## src/rtl/operand_stage.sv

```systemverilog
// operand_stage: operand-select stage in front of the ALU.
// Decodes the instruction immediates, selects operands A and B, bypasses
// register reads from NFWD later pipeline stages (index 0 highest priority),
// and holds up to two operand pairs behind a valid/ready handshake so ALU
// back-pressure never loses a pair.
//
// Ports:
//   clk, rst          clock, asynchronous active-high reset
//   flush             synchronous discard of all held pairs
//   in_valid/in_ready input handshake (in_ready is state-derived)
//   a_sel             0 UP, 1 JT, 2 BT, 3 REGA
//   b_sel             0 LI, 1 ST, 2 PC, 3 RS2, 4 REGB, 5-7 ZERO
//   inst_data         instruction bits [31:7]
//   pc                PC word address, also passed through as the tag
//   reg_a, reg_b      register file read data for rs1 / rs2
//   fwd_valid/rd/data forwarding entries, packed index 0 in the LSBs
//   out_valid/ready   output handshake
//   out_a, out_b      selected operands
//   out_tag           PC tag of the pair
module operand_stage #(
  parameter int unsigned XLEN  = 32,
  parameter int unsigned NFWD  = 2,
  parameter int unsigned TAG_W = 30
) (
  input  logic                 clk,
  input  logic                 rst,
  input  logic                 flush,
  input  logic                 in_valid,
  output logic                 in_ready,
  input  logic [1:0]           a_sel,
  input  logic [2:0]           b_sel,
  input  logic [24:0]          inst_data,
  input  logic [TAG_W-1:0]     pc,
  input  logic [XLEN-1:0]      reg_a,
  input  logic [XLEN-1:0]      reg_b,
  input  logic [NFWD-1:0]      fwd_valid,
  input  logic [5*NFWD-1:0]    fwd_rd,
  input  logic [XLEN*NFWD-1:0] fwd_data,
  output logic                 out_valid,
  input  logic                 out_ready,
  output logic [XLEN-1:0]      out_a,
  output logic [XLEN-1:0]      out_b,
  output logic [TAG_W-1:0]     out_tag
);

  localparam int unsigned REG_W = 5;

  typedef struct packed {
    logic [XLEN-1:0]  a;
    logic [XLEN-1:0]  b;
    logic [TAG_W-1:0] tag;
  } beat_t;

  typedef enum logic [1:0] {S_EMPTY, S_ONE, S_FULL} state_t;

  // Bit numbering matches the full instruction word, so instr[k] is bit k.
  logic [31:7]      instr;
  logic [REG_W-1:0] rs1;
  logic [REG_W-1:0] rs2;
  logic [31:0]      up32;
  logic [XLEN-1:0]  imm_up, imm_li, imm_st, imm_bt, imm_jt, pc_op, rs2_op;
  logic [XLEN-1:0]  src_a, src_b;
  beat_t            new_beat;
  beat_t            out_q, skd_q;
  state_t           state;
  logic             accept;

  assign instr = inst_data;
  assign rs1   = instr[19:15];
  assign rs2   = instr[24:20];

  // Immediate decode; size casts of signed values sign-extend to XLEN.
  assign up32   = {instr[31:12], 12'b0};
  assign imm_up = XLEN'($signed(up32));
  assign imm_li = XLEN'($signed(instr[31:20]));
  assign imm_st = XLEN'($signed({instr[31:25], instr[11:7]}));
  assign imm_bt = XLEN'($signed({instr[31], instr[7], instr[30:25], instr[11:8], 1'b0}));
  assign imm_jt = XLEN'($signed({instr[31], instr[19:12], instr[20], instr[30:21], 1'b0}));
  assign pc_op  = XLEN'({pc, 2'b00});
  assign rs2_op = XLEN'(rs2);

  // Bypass: scan from the lowest-priority entry up so index 0 wins last.
  always_comb begin
    src_a = reg_a;
    src_b = reg_b;
    for (int i = int'(NFWD) - 1; i >= 0; i--) begin
      if (fwd_valid[i] && (fwd_rd[REG_W*i +: REG_W] == rs1) && (rs1 != '0)) begin
        src_a = fwd_data[XLEN*i +: XLEN];
      end
      if (fwd_valid[i] && (fwd_rd[REG_W*i +: REG_W] == rs2) && (rs2 != '0)) begin
        src_b = fwd_data[XLEN*i +: XLEN];
      end
    end
  end

  // Operand selection for the beat presented this cycle.
  always_comb begin
    new_beat     = '0;
    new_beat.tag = pc;
    case (a_sel)
      2'd0:    new_beat.a = imm_up;
      2'd1:    new_beat.a = imm_jt;
      2'd2:    new_beat.a = imm_bt;
      default: new_beat.a = src_a;
    endcase
    case (b_sel)
      3'd0:    new_beat.b = imm_li;
      3'd1:    new_beat.b = imm_st;
      3'd2:    new_beat.b = pc_op;
      3'd3:    new_beat.b = rs2_op;
      3'd4:    new_beat.b = src_b;
      default: new_beat.b = '0;
    endcase
  end

  assign accept = in_valid && in_ready;

  // Output register plus skid register; flush only resets control state.
  always_ff @(posedge clk or posedge rst) begin
    if (rst) begin
      state     <= S_EMPTY;
      out_valid <= 1'b0;
      in_ready  <= 1'b1;
      out_q     <= '0;
      skd_q     <= '0;
    end else if (flush) begin
      state     <= S_EMPTY;
      out_valid <= 1'b0;
      in_ready  <= 1'b1;
    end else begin
      case (state)
        S_EMPTY: begin
          if (accept) begin
            out_q     <= new_beat;
            state     <= S_ONE;
            out_valid <= 1'b1;
          end
        end
        S_ONE: begin
          if (accept && out_ready) begin
            out_q <= new_beat;
          end else if (accept) begin
            skd_q    <= new_beat;
            state    <= S_FULL;
            in_ready <= 1'b0;
          end else if (out_ready) begin
            state     <= S_EMPTY;
            out_valid <= 1'b0;
          end
        end
        S_FULL: begin
          if (out_ready) begin
            out_q    <= skd_q;
            state    <= S_ONE;
            in_ready <= 1'b1;
          end
        end
        default: begin
          state     <= S_EMPTY;
          out_valid <= 1'b0;
          in_ready  <= 1'b1;
        end
      endcase
    end
  end

  assign out_a   = out_q.a;
  assign out_b   = out_q.b;
  assign out_tag = out_q.tag;

endmodule

```

## config.mk

```make
export PLATFORM = sky130hd
export DESIGN_NAME = operand_stage
export DESIGN_NICKNAME = d
export VERILOG_FILES = /design/src/rtl/operand_stage.sv
export SDC_FILE = /design/constraint.sdc
export NUM_CORES = 1
export LEC_CHECK = 0
export CORE_AREA = 8 8 142 210
export DETAILED_ROUTE_END_ITERATION = 6
export DIE_AREA = 0 0 150 218
export HOLD_SLACK_MARGIN = 0.05
export PLACE_DENSITY = 0.83
export SYNTH_ARGS = -nofsm -noshare
export SYNTH_HDL_FRONTEND = slang
export SYNTH_SLANG_ARGS = --single-unit
```

## constraint.sdc

```tcl
create_clock -name clk -period 7 [get_ports clk]
set_clock_uncertainty 0.2 [all_clocks]
set_input_delay 1.75 -clock clk [delete_from_list [all_inputs] [get_ports clk]]
set_output_delay 1.75 -clock clk [all_outputs]
set_load 0.05 [all_outputs]
```

## Yosys cells after proc, flatten, opt, wreduce, memory -nomap -nowiden

Cells that the tools add are included.
Widths: inputs -> output; s select.

- Register bits: 192

- Equality and inequality tests: 24
- Mux-type cells: 28
- Bitwise logic cells: 2
- Reduce and logical (&&, ||, !) cells: 21

Operators by type and width:

| operator | number |
|---|---|
| $mux 94 | 3 |
| $pmux 94 s3 | 1 |
| $pmux 32 s5 | 1 |
| $mux 32 | 4 |
| $pmux 32 s3 | 1 |
| $eq 5x5->1 | 4 |
| $ne 3x3->1 const B | 6 |
| $mux 2 | 6 |
| $reduce_and 4->1 | 3 |
| $logic_and 1x1->1 | 10 |
| $ne 2x2->1 const B | 5 |
| $reduce_and 5->1 | 2 |
| $reduce_bool 5->1 | 2 |
| $mux 1 | 9 |
| $eq 3x2->1 const B | 2 |
| $pmux 1 s3 | 2 |
| $pmux 2 s3 | 1 |
| $eq 2x1->1 const B | 2 |
| $eq 2x2->1 const B | 2 |
| $logic_not 2->1 | 2 |
| $ne 4x4->1 const B | 1 |
| $eq 3x1->1 const B | 1 |
| $eq 3x3->1 const B | 1 |
| $logic_not 3->1 | 1 |
| 2 further kinds | 3 |

## Logic depth before layout (Yosys ltp)

- Depth in word-level cells: 8
- Mapped depth: 9
- Mapped depth without buffers: 5

## Least setup slack after synthesis

OpenSTA, ideal clock, no wires.

- Kind: input port to flip-flop
- Start: input inst_data[10]
- End: register out_q, in the netlist out_a[5]
- Arrival: 3.328 ns
- Required time: 6.650 ns
- Slack: 3.322 ns
- Stages: 6
- Buffers on the path: 1
- Path through: or4_1 > o211a_1 > and2_4 > buf_6 > o311ai_2 > a41oi_1

- Longest elaborated chain between the ends: 8
- Elaborated cells between the ends (all ways): 13
- Those cells by class: 2 x eq/ne; 6 x mux; 5 x reduce/logical

RTL lines:

| what | RTL line | RTL |
|---|---|---|
| start, declared | 32 | `input logic [24:0] inst_data,` |
| $eq 5x5->1 | 87 | `if (fwd_valid[i] && (fwd_rd[REG_W*i +: REG_W] == rs1) && (rs1 != '0)) begin` |
| $logic_and 1x1->1 (2 in series) | 87 |  |
| $mux 32 | 87 |  |
| $mux 32 * | 87 |  |
| $pmux 32 s3 * | 100 | `case (a_sel)` |
| $mux 94 (on tied branches) | 140, 133 |  |
| $pmux 94 s3 * | 131 | `case (state)` |
| end signal, assigned | 134 | `out_q <= new_beat;` |
| end signal, assigned | 141 | `out_q <= new_beat;` |
| end signal, assigned | 153 | `out_q <= skd_q;` |
| end, declared | 64 | `beat_t out_q, skd_q;` |

Mark *: on every way between the ends. The rest lies on a longest branch, timed or not. The select of a mux whose other input is x is not followed.
A chain may end at the register's enable or synchronous reset.

## Final worst setup path

- Start: input inst_data[15]
- End: register skd_q[55] (netlist bit)

- Longest elaborated chain between the ends: 6
- Elaborated cells between the ends (all ways): 10
- Those cells by class: 2 x eq/ne; 3 x mux; 5 x reduce/logical

RTL lines:

| what | RTL line | RTL |
|---|---|---|
| $eq 5x5->1 | 90 | `if (fwd_valid[i] && (fwd_rd[REG_W*i +: REG_W] == rs2) && (rs2 != '0)) begin` |
| $logic_and 1x1->1 (2 in series) | 90 |  |
| $mux 32 | 90 |  |
| $mux 32 * | 90 |  |
| $pmux 32 s5 * | 106 | `case (b_sel)` |
| end signal, assigned | 143 | `skd_q <= new_beat;` |
| end, declared | 64 |  |

Mark *: on every way between the ends. The rest lies on a longest branch, timed or not.

==> key figures <==
Cells and area
  • Most common cell after layout, fill and taps aside: clkdlybuf4s50_1
  • Share of post-route cells with drive strength above 1: 12.0%
  • Final core occ: 59.0%
  • # fillers: between 2k and 2.5k
  • Most frequent cells in the layout: clkdlybuf4s50_1, nand2_1, dfrtp_1
  • Area Growth Syn to Fin: 31.2%
  • Final Non-Filler Cells: 1,959
  • NumNets Final: 1,806
  • Register area: 4810 µm²
  • Multi-input logic area: 6700 µm²

STA
  • Max Freq: 0.209 GHz
  • Period utilization: 68.3%
  • RSZ-0062 raised after global routing: no
  • Final setup vio count: 0
  • Worst Tran Pin Value: 1.25 ns
  • Final Max Slew Viols: 0
  • Fin. Hold Viols: 0
  • WHS: between 0.2 and 0.3 ns
  • Setup TNS: 0 ns
  • Min cycle time layout: 4.78 ns
  • Max-slew headroom: 16.3%

Synthesis
  • Ys Warns: 0
  • Top cell type's share of synthesized area: 39.6%
  • Post-synth ARST share: 100%
  • Netlist Area Pre-Place: 12,100 µm²
  • Mapped Nets: about 1.6k
  • Mean area per synthesized cell: slightly below 9 µm²
  • Mapped Cells: approximately 1.4k
  • Post-synth EDFFs: 0
  • Top cells by area, synth: dfrtp_1, o311ai_2, nand2_1
  • Dominant cell type by area after synthesis: dfrtp_1
  • Post-synth cell types: 48
  • FF+latch count, synth: around 190
  • Ys flop type: dfrtp_1
  • Register area share after synthesis: a little under 40%

Pwr
  • Worst vdd ir: 185 µV
  • Final total power: 4.39 mW
  • Cell internal pwr: roughly 2.7 mW
  • Leakage: 5.90 nW
  • Sequential share of power: 37.0%
  • Clock Power Share: between 20% and 30%
  • Switching power: 1.70 mW
  • Sw frac: 38.7%
  • Comb power frac: between 30% and 40%
  • PwrDens: 277 nW/µm²

Clock network
  • CTS tree: done
  • # resized after CTS: 0
  • Sinks on Clock Net: between 150 and 200
  • CTS Hold Buffers Added: 0
  • Clock-pin transition on the worst setup and hold timing paths: approximately 0.070 ns
  • H-tree depth reported by CTS: 4
  • Root Buffer: clkbuf_16
  • CTS max path bufs: 2
  • Skew-Pair Late Insertion Delay: 0.44 ns
  • Setup Fix Bufs, Post-CTS: 0
  • Inserted Clock Buffers: 17

Setup path
  • Largest stage delay, worst path: 0.98 ns
  • Critical path's slowest cell: o211ai_2
  • Critical path type: input port to flip-flop
  • Crit path DAT: 4.84 ns
  • Worst-path fanout max: 23
  • Reg2reg setup slack: 4.11 ns
  • Startpoint Class: input port
  • CP required: 7.06 ns
  • Crit end category: flip-flop
  • CP Cell Sequence: clkdlybuf4s50_1 > or4_4 > o211ai_2 > buf_4 > nor3_1 > o311ai_2 > a31oi_1

Detailed routing
  • # DRC: 2
  • Routed met2 length: 21,500 µm
  • WL final: 46,600 µm
  • Initial drt markers: 1,134
  • Vias per cell: 6.19
  • Metal-1 WL: 17,100 µm
  • Router iterations before antenna repair: 7
  • Antenna Nets Post-Route: 0
  • Met3 Wirelength: approximately 4300 µm
  • DR top layer: met5
  • Vias: 12.1k
  • Drt wl/cell: between 20 and 25 µm

Placement
  • HPWL Detailed: approximately 33,000 µm
  • Placed Instances: around 1.9k
  • IO Port Bufs: 300
  • Routability-driven placement congestion ratio: between 0.9 and 1

Outcome
  • Outcome: finished with violations
  • Failing checks: DRC

Min path
  • Tightest Hold Check Type: flip-flop to flip-flop

Die
  • Die area: 32,700 µm²
  • Core Box Area: 26,900 µm²
  • Row cnt: 74
  • Chip width: 150 µm
  • Initial Utilization: 45.0%
  • Die height: about 220 µm
  • I/O pin count: 301

GRT
  • Largest net degree at the start of global routing: ~190
  • Initial antenna violation count: 4
  • Remaining global-route overflow: 0
  • Gr usage total: about 28%
  • First-pass GRT wire length: 70,900 µm
  • Vias in the first global route: 12.2k

Flow run
  • Maxcap violations: 0
[final cells by class]
class,instances,area share (%)
clock buffer,19,2.80
tap,342,2.70
multi-input combinational,1054,42.3
sequential,192,30.3
timing repair buffer,321,20.1
clock inverter,13,1.32
inverter,15,0.379
antenna,3,0.0474
[registers in the layout, indices dropped and copies added, names as in the netlist]
register,flops
out_a,32
state,2
out_valid,1
out_b,32
out_tag,30
in_ready,1
skd_q,94
[metal layers]
layer  vias to the layer above  track usage, %
met3                       194            7.10
met1                      5775            33.5
met2                       773            43.1
li1                       5385               -
met4                         2            21.2
met5                         -               0
[Yosys cell counts (20+ instances only)]
master and count:
mux2i_1 64, a41oi_1 30, a21oi_1 76, o21ai_0 20
nand3b_1 56, a21boi_1 64, or2_2 64, nor2_1 170
nand2_1 202, a31oi_1 98, nor3_1 63, dfrtp_1 191
clkbuf_1 99, o311ai_2 55
[per-stage QoR]
| step | setup WS [ns] | instance area [µm²] |
|---|---|---|
| finish | 2.22 | 15800 |
| global route | 2.18 | 15800 |
| CTS | 2.28 | 15800 |
| detailed placement | 1.80 | 15200 |
| global placement | 1.85 | 15200 |
| floorplan | 2.57 | 12100 |
[worst max-delay path, delay by kind of cell]
family	cells	cell delay, ns
compound gates	3	1.40
buf+inv	2	0.96
simple gates	2	0.72
[final timing paths]
check | cells after the start | from | end
max reg2reg | 5 | in_ready | skd_q[72]
max in group asynchronous | 3 | rst | skd_q[29]
min | 2 | skd_q[62] | skd_q[62]
min reg2reg | 2 | skd_q[62] | skd_q[62]
max | 7 | inst_data[15] | skd_q[55]
min in group asynchronous | 3 | rst | skd_q[8]
[power by group through the flow]
| stage | clock, mW | combinational (mW) | sequential, mW |
|---|---|---|---|
| after floorplan | 0 | 0.560 | 2.08 |
| after global placement | 0 | 1.64 | 1.62 |
| after detailed placement | 0 | 1.66 | 1.64 |
| after CTS | 1.10 | 1.67 | 1.62 |
| after global routing | 1.15 | 1.77 | 1.66 |
| final | 1.09 | 1.67 | 1.62 |
[kinds of logic after synthesis]
kind of cell	share of synthesized area (%)
AND/OR/NAND/NOR	23.2
AO/OA/AOI/OAI	25.0
flip-flops	39.8
buffers and inverters	5.20
multiplexers	5.30
XOR/XNOR	1.52
Note: power is estimated with default switching activity, not from simulation.
